$ cat src/rtl/arrhythmia_pkg.sv
// rtl/arrhythmia_pkg.sv - shared types, defaults and compare helper for the arrhythmia window controller
//
// Purpose : state encoding, default widths and the sign-magnitude compare
//           used by both the RTL and any bench that needs a reference.
// Contents: DEF_BITSIZE, DEF_N_SAMPLES, win_state_t, sm_greater().
package arrhythmia_pkg;

  localparam int DEF_BITSIZE   = 16;
  localparam int DEF_N_SAMPLES = 10;

  typedef enum logic [1:0] {
    S_FILL   = 2'd0,
    S_LAUNCH = 2'd1,
    S_RUN    = 2'd2,
    S_RESULT = 2'd3
  } win_state_t;

  // a > b for sign-magnitude values. +0 vs -0 returns 1 because the sign
  // test runs before any magnitude test, matching compare_sign_mag.
  function automatic logic sm_greater(input logic [DEF_BITSIZE-1:0] a,
                                      input logic [DEF_BITSIZE-1:0] b);
    logic                   sa;
    logic                   sb;
    logic [DEF_BITSIZE-2:0] ma;
    logic [DEF_BITSIZE-2:0] mb;
    sa = a[DEF_BITSIZE-1];
    sb = b[DEF_BITSIZE-1];
    ma = a[DEF_BITSIZE-2:0];
    mb = b[DEF_BITSIZE-2:0];
    if (sa != sb) begin
      return !sa;
    end else if (!sa) begin
      return ma > mb;
    end else begin
      return ma < mb;
    end
  endfunction

endpackage

$ cat src/rtl/sm_compare.sv
// rtl/sm_compare.sv - registered sign-magnitude comparator and score capture
//
// Purpose : captures y1/y2 and the class decision in one cycle when the
//           controller leaves RUN; holds them until the next capture.
// Ports   : i_clk, i_reset (sync, active-high)
//           i_capture      - load the result registers this cycle
//           i_timeout      - capture is a timeout: class/scores forced to 0
//           i_y1, i_y2     - core scores
//           o_class, o_score1, o_score2, o_timeout - registered result
module sm_compare
  import arrhythmia_pkg::*;
#(
  parameter int BITSIZE = DEF_BITSIZE
) (
  input  logic               i_clk,
  input  logic               i_reset,
  input  logic               i_capture,
  input  logic               i_timeout,
  input  logic [BITSIZE-1:0] i_y1,
  input  logic [BITSIZE-1:0] i_y2,
  output logic               o_class,
  output logic [BITSIZE-1:0] o_score1,
  output logic [BITSIZE-1:0] o_score2,
  output logic               o_timeout
);

  logic               r_class;
  logic [BITSIZE-1:0] r_score1;
  logic [BITSIZE-1:0] r_score2;
  logic               r_timeout;

  always_ff @(posedge i_clk) begin
    if (i_reset) begin
      r_class   <= 1'b0;
      r_score1  <= '0;
      r_score2  <= '0;
      r_timeout <= 1'b0;
    end else if (i_capture) begin
      if (i_timeout) begin
        r_class   <= 1'b0;
        r_score1  <= '0;
        r_score2  <= '0;
        r_timeout <= 1'b1;
      end else begin
        r_class   <= sm_greater(i_y1, i_y2);
        r_score1  <= i_y1;
        r_score2  <= i_y2;
        r_timeout <= 1'b0;
      end
    end
  end

  assign o_class   = r_class;
  assign o_score1  = r_score1;
  assign o_score2  = r_score2;
  assign o_timeout = r_timeout;

endmodule

$ cat src/rtl/arrhythmia_window_ctrl.sv
// rtl/arrhythmia_window_ctrl.sv - sample window packer and run/result sequencer for top_arrhythmia
//
// Purpose : packs N_SAMPLES incoming samples into the core's x bus, pulses
//           the core reset, waits for done (or timeout) and offers the
//           class decision on a valid/ready port.
// Ports   : i_clk, i_reset (sync, active-high)
//           i_sample_in/i_sample_valid/o_sample_ready - sample stream in
//           o_core_reset, o_core_x                    - core drive
//           i_core_y1, i_core_y2, i_core_done         - core results
//           o_class_out, o_score1_out, o_score2_out,
//           o_timeout_out, o_class_valid/i_class_ready - result port
module arrhythmia_window_ctrl
  import arrhythmia_pkg::*;
#(
  parameter int BITSIZE        = DEF_BITSIZE,
  parameter int N_SAMPLES      = DEF_N_SAMPLES,
  parameter int RST_CYCLES     = 2,
  parameter int TIMEOUT_CYCLES = 1024
) (
  input  logic                         i_clk,
  input  logic                         i_reset,
  input  logic [BITSIZE-1:0]           i_sample_in,
  input  logic                         i_sample_valid,
  output logic                         o_sample_ready,
  output logic                         o_core_reset,
  output logic [BITSIZE*N_SAMPLES-1:0] o_core_x,
  input  logic [BITSIZE-1:0]           i_core_y1,
  input  logic [BITSIZE-1:0]           i_core_y2,
  input  logic                         i_core_done,
  output logic                         o_class_out,
  output logic [BITSIZE-1:0]           o_score1_out,
  output logic [BITSIZE-1:0]           o_score2_out,
  output logic                         o_timeout_out,
  output logic                         o_class_valid,
  input  logic                         i_class_ready
);

  localparam int LW = (RST_CYCLES > 1) ? $clog2(RST_CYCLES) : 1;
  localparam int TW = (TIMEOUT_CYCLES > 1) ? $clog2(TIMEOUT_CYCLES) : 1;

  win_state_t                   r_state;
  win_state_t                   w_next_state;
  logic [3:0]                   r_fill_cnt;
  logic [LW-1:0]                r_launch_cnt;
  logic [TW-1:0]                r_tmo_cnt;
  logic [BITSIZE*N_SAMPLES-1:0] r_core_x;
  logic                         r_core_reset;
  logic                         r_class_valid;

  logic w_accept;
  logic w_last_sample;
  logic w_launch_done;
  logic w_tmo_hit;
  logic w_capture;

  assign w_accept      = i_sample_valid && (r_state == S_FILL);
  assign w_last_sample = (r_fill_cnt == 4'(N_SAMPLES - 1));
  assign w_launch_done = (r_launch_cnt == LW'(RST_CYCLES - 1));
  assign w_tmo_hit     = (r_tmo_cnt == TW'(TIMEOUT_CYCLES - 1));
  // core_done is only looked at in RUN; it also takes priority over timeout
  assign w_capture     = (r_state == S_RUN) && (i_core_done || w_tmo_hit);

  always_comb begin
    w_next_state = r_state;
    case (r_state)
      S_FILL:   if (w_accept && w_last_sample) w_next_state = S_LAUNCH;
      S_LAUNCH: if (w_launch_done)             w_next_state = S_RUN;
      S_RUN:    if (w_capture)                 w_next_state = S_RESULT;
      S_RESULT: if (i_class_ready)             w_next_state = S_FILL;
      default:                                 w_next_state = S_FILL;
    endcase
  end

  always_ff @(posedge i_clk) begin
    if (i_reset) begin
      r_state       <= S_FILL;
      r_fill_cnt    <= '0;
      r_launch_cnt  <= '0;
      r_tmo_cnt     <= '0;
      r_core_x      <= '0;
      r_core_reset  <= 1'b1;
      r_class_valid <= 1'b0;
    end else begin
      r_state <= w_next_state;

      // x is only written in FILL, so it stays frozen through LAUNCH..RESULT
      if (w_accept) begin
        for (int k = 0; k < N_SAMPLES; k++) begin
          if (r_fill_cnt == 4'(k)) begin
            r_core_x[BITSIZE*(N_SAMPLES-k)-1 -: BITSIZE] <= i_sample_in;
          end
        end
        r_fill_cnt <= w_last_sample ? 4'd0 : r_fill_cnt + 4'd1;
      end

      r_launch_cnt  <= (r_state == S_LAUNCH) ? r_launch_cnt + LW'(1) : '0;
      r_tmo_cnt     <= (r_state == S_RUN)    ? r_tmo_cnt + TW'(1)    : '0;
      r_core_reset  <= (w_next_state != S_RUN);
      r_class_valid <= (w_next_state == S_RESULT);
    end
  end

  sm_compare #(
    .BITSIZE (BITSIZE)
  ) u_cmp (
    .i_clk     (i_clk),
    .i_reset   (i_reset),
    .i_capture (w_capture),
    .i_timeout (!i_core_done),
    .i_y1      (i_core_y1),
    .i_y2      (i_core_y2),
    .o_class   (o_class_out),
    .o_score1  (o_score1_out),
    .o_score2  (o_score2_out),
    .o_timeout (o_timeout_out)
  );

  assign o_sample_ready = (r_state == S_FILL);
  assign o_core_reset   = r_core_reset;
  assign o_core_x       = r_core_x;
  assign o_class_valid  = r_class_valid;

endmodule

$ cat config.mk
export PLATFORM = sky130hd
export DESIGN_NAME = arrhythmia_window_ctrl
export DESIGN_NICKNAME = d
export VERILOG_FILES = /design/src/rtl/arrhythmia_pkg.sv /design/src/rtl/sm_compare.sv /design/src/rtl/arrhythmia_window_ctrl.sv
export SDC_FILE = /design/constraint.sdc
export NUM_CORES = 1
export LEC_CHECK = 0
export ABC_AREA = 1
export BUFFER_PORTS_ARGS = -buffer_cell sky130_fd_sc_hd__buf_4
export CORE_MARGIN = 4
export CORE_UTILIZATION = 46
export DETAILED_ROUTE_END_ITERATION = 6
export GPL_ROUTABILITY_DRIVEN = 0
export HOLD_SLACK_MARGIN = 0.12
export PLACE_DENSITY = 0.88
export SKIP_LAST_GASP = 1
export SLEW_MARGIN = 30
export SYNTH_ARGS = -nofsm -noshare
export SYNTH_HDL_FRONTEND = slang
export SYNTH_SLANG_ARGS = --single-unit
$ cat constraint.sdc
create_clock -name i_clk -period 1.67 [get_ports i_clk]
set_input_delay 0.0835 -clock i_clk [delete_from_list [all_inputs] [get_ports i_clk]]
set_output_delay 0.0835 -clock i_clk [all_outputs]
set_load 0.01 [all_outputs]
==> impl_metrics.toml <==
[status]
status = "finished, violations left"
violations = "negative setup slack"

[cells_and_area]
seqCellArea_mm2 = 0.00427
fin_cells = 1581
final_nets = 1409
multi_input_area_mm2 = 0.00333
drive_gt1_share_pct = 26.6
fill_cells = 1294
antenna_cells = 0
area_delta_synth_final_pct = 43.5

[drt]
route.met3.wl_um = 2960
wl_met1_um = 10600
drt_iter0_drc = 550
totalWireLength_um = 27600
wl_met2_um = 12900
antenna_left = 0
dr.max_layer_used = "met4"
wl_per_cell_um = 17.5
via_count = 8257
post-route-drc-count = 0
first_pass_iters = 5
vias_per_cell = 5.22

[synthesis]
yosysMostFrequentCell = "nor2_1"
synth_seq_cells = 213
yosysSeqAreaShare_pct = 53.0
post-synth-top-area-fraction_pct = 53.0
synth_nets = 1119
netlist_top_cells_count = "341 x nor2_1, 213 x dfxtp_1, 156 x o21ai_0"
synth_compound_gate_area_share_pct = 13.3
yosysWarningCount = 0
synth_adder_area_share_pct = 2.49
synth_area_leader_cell = "dfxtp_1"
synth_xor_area_share_pct = 0.109
synth_area_mm2 = 0.00805
async_reset_ff_share_pct = 0
synth_top_family_by_area = "simple AND/OR/NAND/NOR gates"
synth_simple_gate_area_share_pct = 24.8
synth_flop_cell = "dfxtp_1"
post_synth.cell_area_avg_um2 = 7.67
synth_cells = 1050
ys_top_cells_by_area = "dfxtp_1 53%, nor2_1 16%, o21ai_0 9.7%"
yosysUniqueCellTypes = 33
synth_edf_count = 0
synth.area.mux_share_pct = 0

[die]
die_area_mm2 = 0.0197
core-area_mm2 = 0.0172
die_w_um = 140
ioPinCount = 250
num_rows = 48
initial_core_util_pct = 46.7
fp.dieH_um = 140

[power_and_ir_drop]
swShare_pct = 24.0
p_leak_nw = 5.50
peakVddDrop_mv = 0.821
p_seq_share_pct = 46.1
power.density_mw_per_mm2 = 983
p_comb_share_pct = 8.3
p_int_mw = 8.63
power_mw = 11.4
clkPwrFrac_pct = 45.6
power_switching_mw = 2.73

[worst_setup_path]
cp.arrival_ps = 2130
required_ps = 2100
crit_type = "flop to flop"
cpMostUsedCell = "buf_4"
crit_end = "r_tmo_cnt[8]$_SDFF_PP0_"
setup.worst_path.end_class = "flop"
worst-path-stages = 8
r2r_end = "r_tmo_cnt[8]$_SDFF_PP0_"
critPathMaxStageDelay_ps = 360
cp_max_fo = 3
startpoint_type = "flop"
regToRegSetupSlack_ps = -30
r2r_start = "r_tmo_cnt[0]$_SDFF_PP0_"
critical-path-slowest-cell = "dfxtp_4"
cp_top_family = "simple AND/OR/NAND/NOR gates"
crit_chain = "ha_4, nand2_2, nor3_4, nand3_2, buf_4, buf_4, or2_2, a21oi_2"
r2r_cells = 8
critPathBufInv = 2
startpoint = "r_tmo_cnt[0]$_SDFF_PP0_"

[clock_tree]
cts_tree = "yes"
clk_path_buf_depth = 3
clkTransAtPathRegs_ps = 60
clock_latency_ps = 520
cts_buffers = 23
cts_max_level = 1
cts_sinks = 213
root_buffer = "clkbuf_16"

[sta]
rsz0062_at_grt = "yes"
drv_slew = 0
relSlewSlack_pct = 62.9
setup-tns-final_ps = -25.6
fin_crit_sh_pct = 102
worst_slack_ps = -25.6
hold_violations = 0
fin_crit_ps = 1700
tightest_slew_ps = 556
fin_skew_ps = 25.2
whs_ps = 424
fmax_ghz = 0.590
finalSetupViolations = 1

[global_route]
antenna_found_initial = 0
grt_pass1_vias = 8020
grt_overflow = 0
grt_usage_pct = 26.5
grt_pass1_wl_um = 42500
grt_max_degree = 83

[hold_path]
holdPathStages = 4
hold_path_class = "input pin to flop"

[placed_design]
hpwl_um = 17800
placedCellCount = 1481
pre_cts_slack_ps = -31.3
io_buffers = 249

[run]
cap_violations = 0
==> routing by layer <==
layer	track usage (%)	vias to the layer above
li1	-	3906
met1	32.1	3876
met2	43.9	392
met3	8.09	83
met4	11.2	0
met5	0	-
==> registers in the layout, indices dropped and copies added (netlist names) <==
| signal | count |
|---|---|
| o_core_x | 160 |
| o_class_valid | 1 |
| o_core_reset | 1 |
| r_launch_cnt | 1 |
| r_state | 2 |
| u_cmp.o_timeout | 1 |
| u_cmp.o_score1 | 16 |
| r_tmo_cnt | 10 |
| u_cmp.o_class | 1 |
| u_cmp.o_score2 | 16 |
| r_fill_cnt | 4 |
==> per-stage QoR <==
step	utilization (%)	instance area [µm²]
after CTS	66.3	11400
after global routing	67.1	11600
after detailed placement	58.6	10100
after floorplan	-	8050
final	67.1	11600
after global placement	58.6	10100
==> layout by cell type, fill, tap and decap left out, types with 3 or more instances in the layout <==
cell	Yosys	routed
a21oi_1	46	44
buf_12	0	4
buf_4	6	268
clkbuf_16	0	24
clkbuf_8	0	4
clkinv_2	0	6
clkinvlp_4	0	5
dfxtp_1	213	211
dlygate4sd3_1	0	52
ha_1	16	15
inv_1	46	45
inv_2	11	11
nand2_1	104	101
nand2_2	2	4
nand3_1	5	4
nand4_1	3	3
nor2_1	341	340
nor2_2	2	3
nor2_4	8	8
nor3_1	8	8
o21ai_0	156	156
o21ai_1	9	9
or2_2	3	3
==> kinds of logic after synthesis <==
group	Yosys count
AOI/OAI and AO/OA	213
xor gates and xnor gates	1
buffers and inverters	121
DFF	213
adders and majority gates	16
and+or+nand+nor	486
==> power groups by stage <==
stage / Clock (mW) / Combinational, mW / Sequential, mW
floorplan: 0 / 0.353 / 5.39
detailed placement: 0 / 0.816 / 5.35
finish: 5.18 / 0.941 / 5.24
global placement: 0 / 0.798 / 5.35
global route: 5.48 / 1.01 / 5.25
CTS: 5.26 / 0.920 / 5.24
==> worst reg2reg max path, delay by kind of cell (launching register included) <==
| kind | cells | cell delay [ps] |
|---|---|---|
| simple gates | 4 | 700 |
| flops | 1 | 360 |
| buf+inv | 2 | 300 |
| fa+ha+maj | 1 | 140 |
| compound gates | 1 | 140 |
==> layout make-up <==
| cell class | instances | area share, % |
|---|---|---|
| inverters | 58 | 1.93 |
| multi-input cells | 716 | 28.8 |
| clock buffers | 28 | 5.49 |
| repair buffers | 328 | 23.2 |
| clock inverters | 13 | 1.24 |
| well taps | 225 | 2.44 |
| flip-flops and latches | 213 | 36.9 |
==> repair_timing <==
| item | in CTS | in global routing |
|---|---|---|
| buffers inserted | 3 | 2 |
| pin swaps | 3 | 4 |
| hold endpoints to repair | 211 | 0 |
| cloned | 1 | 1 |
| gates resized for setup | 5 | 17 |
| hold buffers | 52 | 0 |
| setup endpoints to repair | 27 | 42 |
==> how the worst min path moves through the flow <==
| stage | startpoint | end | slack (ps) |
|---|---|---|---|
| after CTS | i_core_y2[11] | u_cmp.o_score2[11]$_SDFFE_PP0P_ | 390 |
| after floorplan | i_core_y1[0] | u_cmp.o_score1[0]$_SDFFE_PP0P_ | 230 |
| after detailed placement | i_core_y2[11] | u_cmp.o_score2[11]$_SDFFE_PP0P_ | 370 |
| final | i_core_y2[2] | u_cmp.o_score2[2]$_SDFFE_PP0P_ | 420 |
| after global placement | i_core_y2[15] | u_cmp.o_score2[15]$_SDFFE_PP0P_ | 360 |
| after global routing | i_core_y2[2] | u_cmp.o_score2[2]$_SDFFE_PP0P_ | 400 |
(Power assumes the default switching activity.)
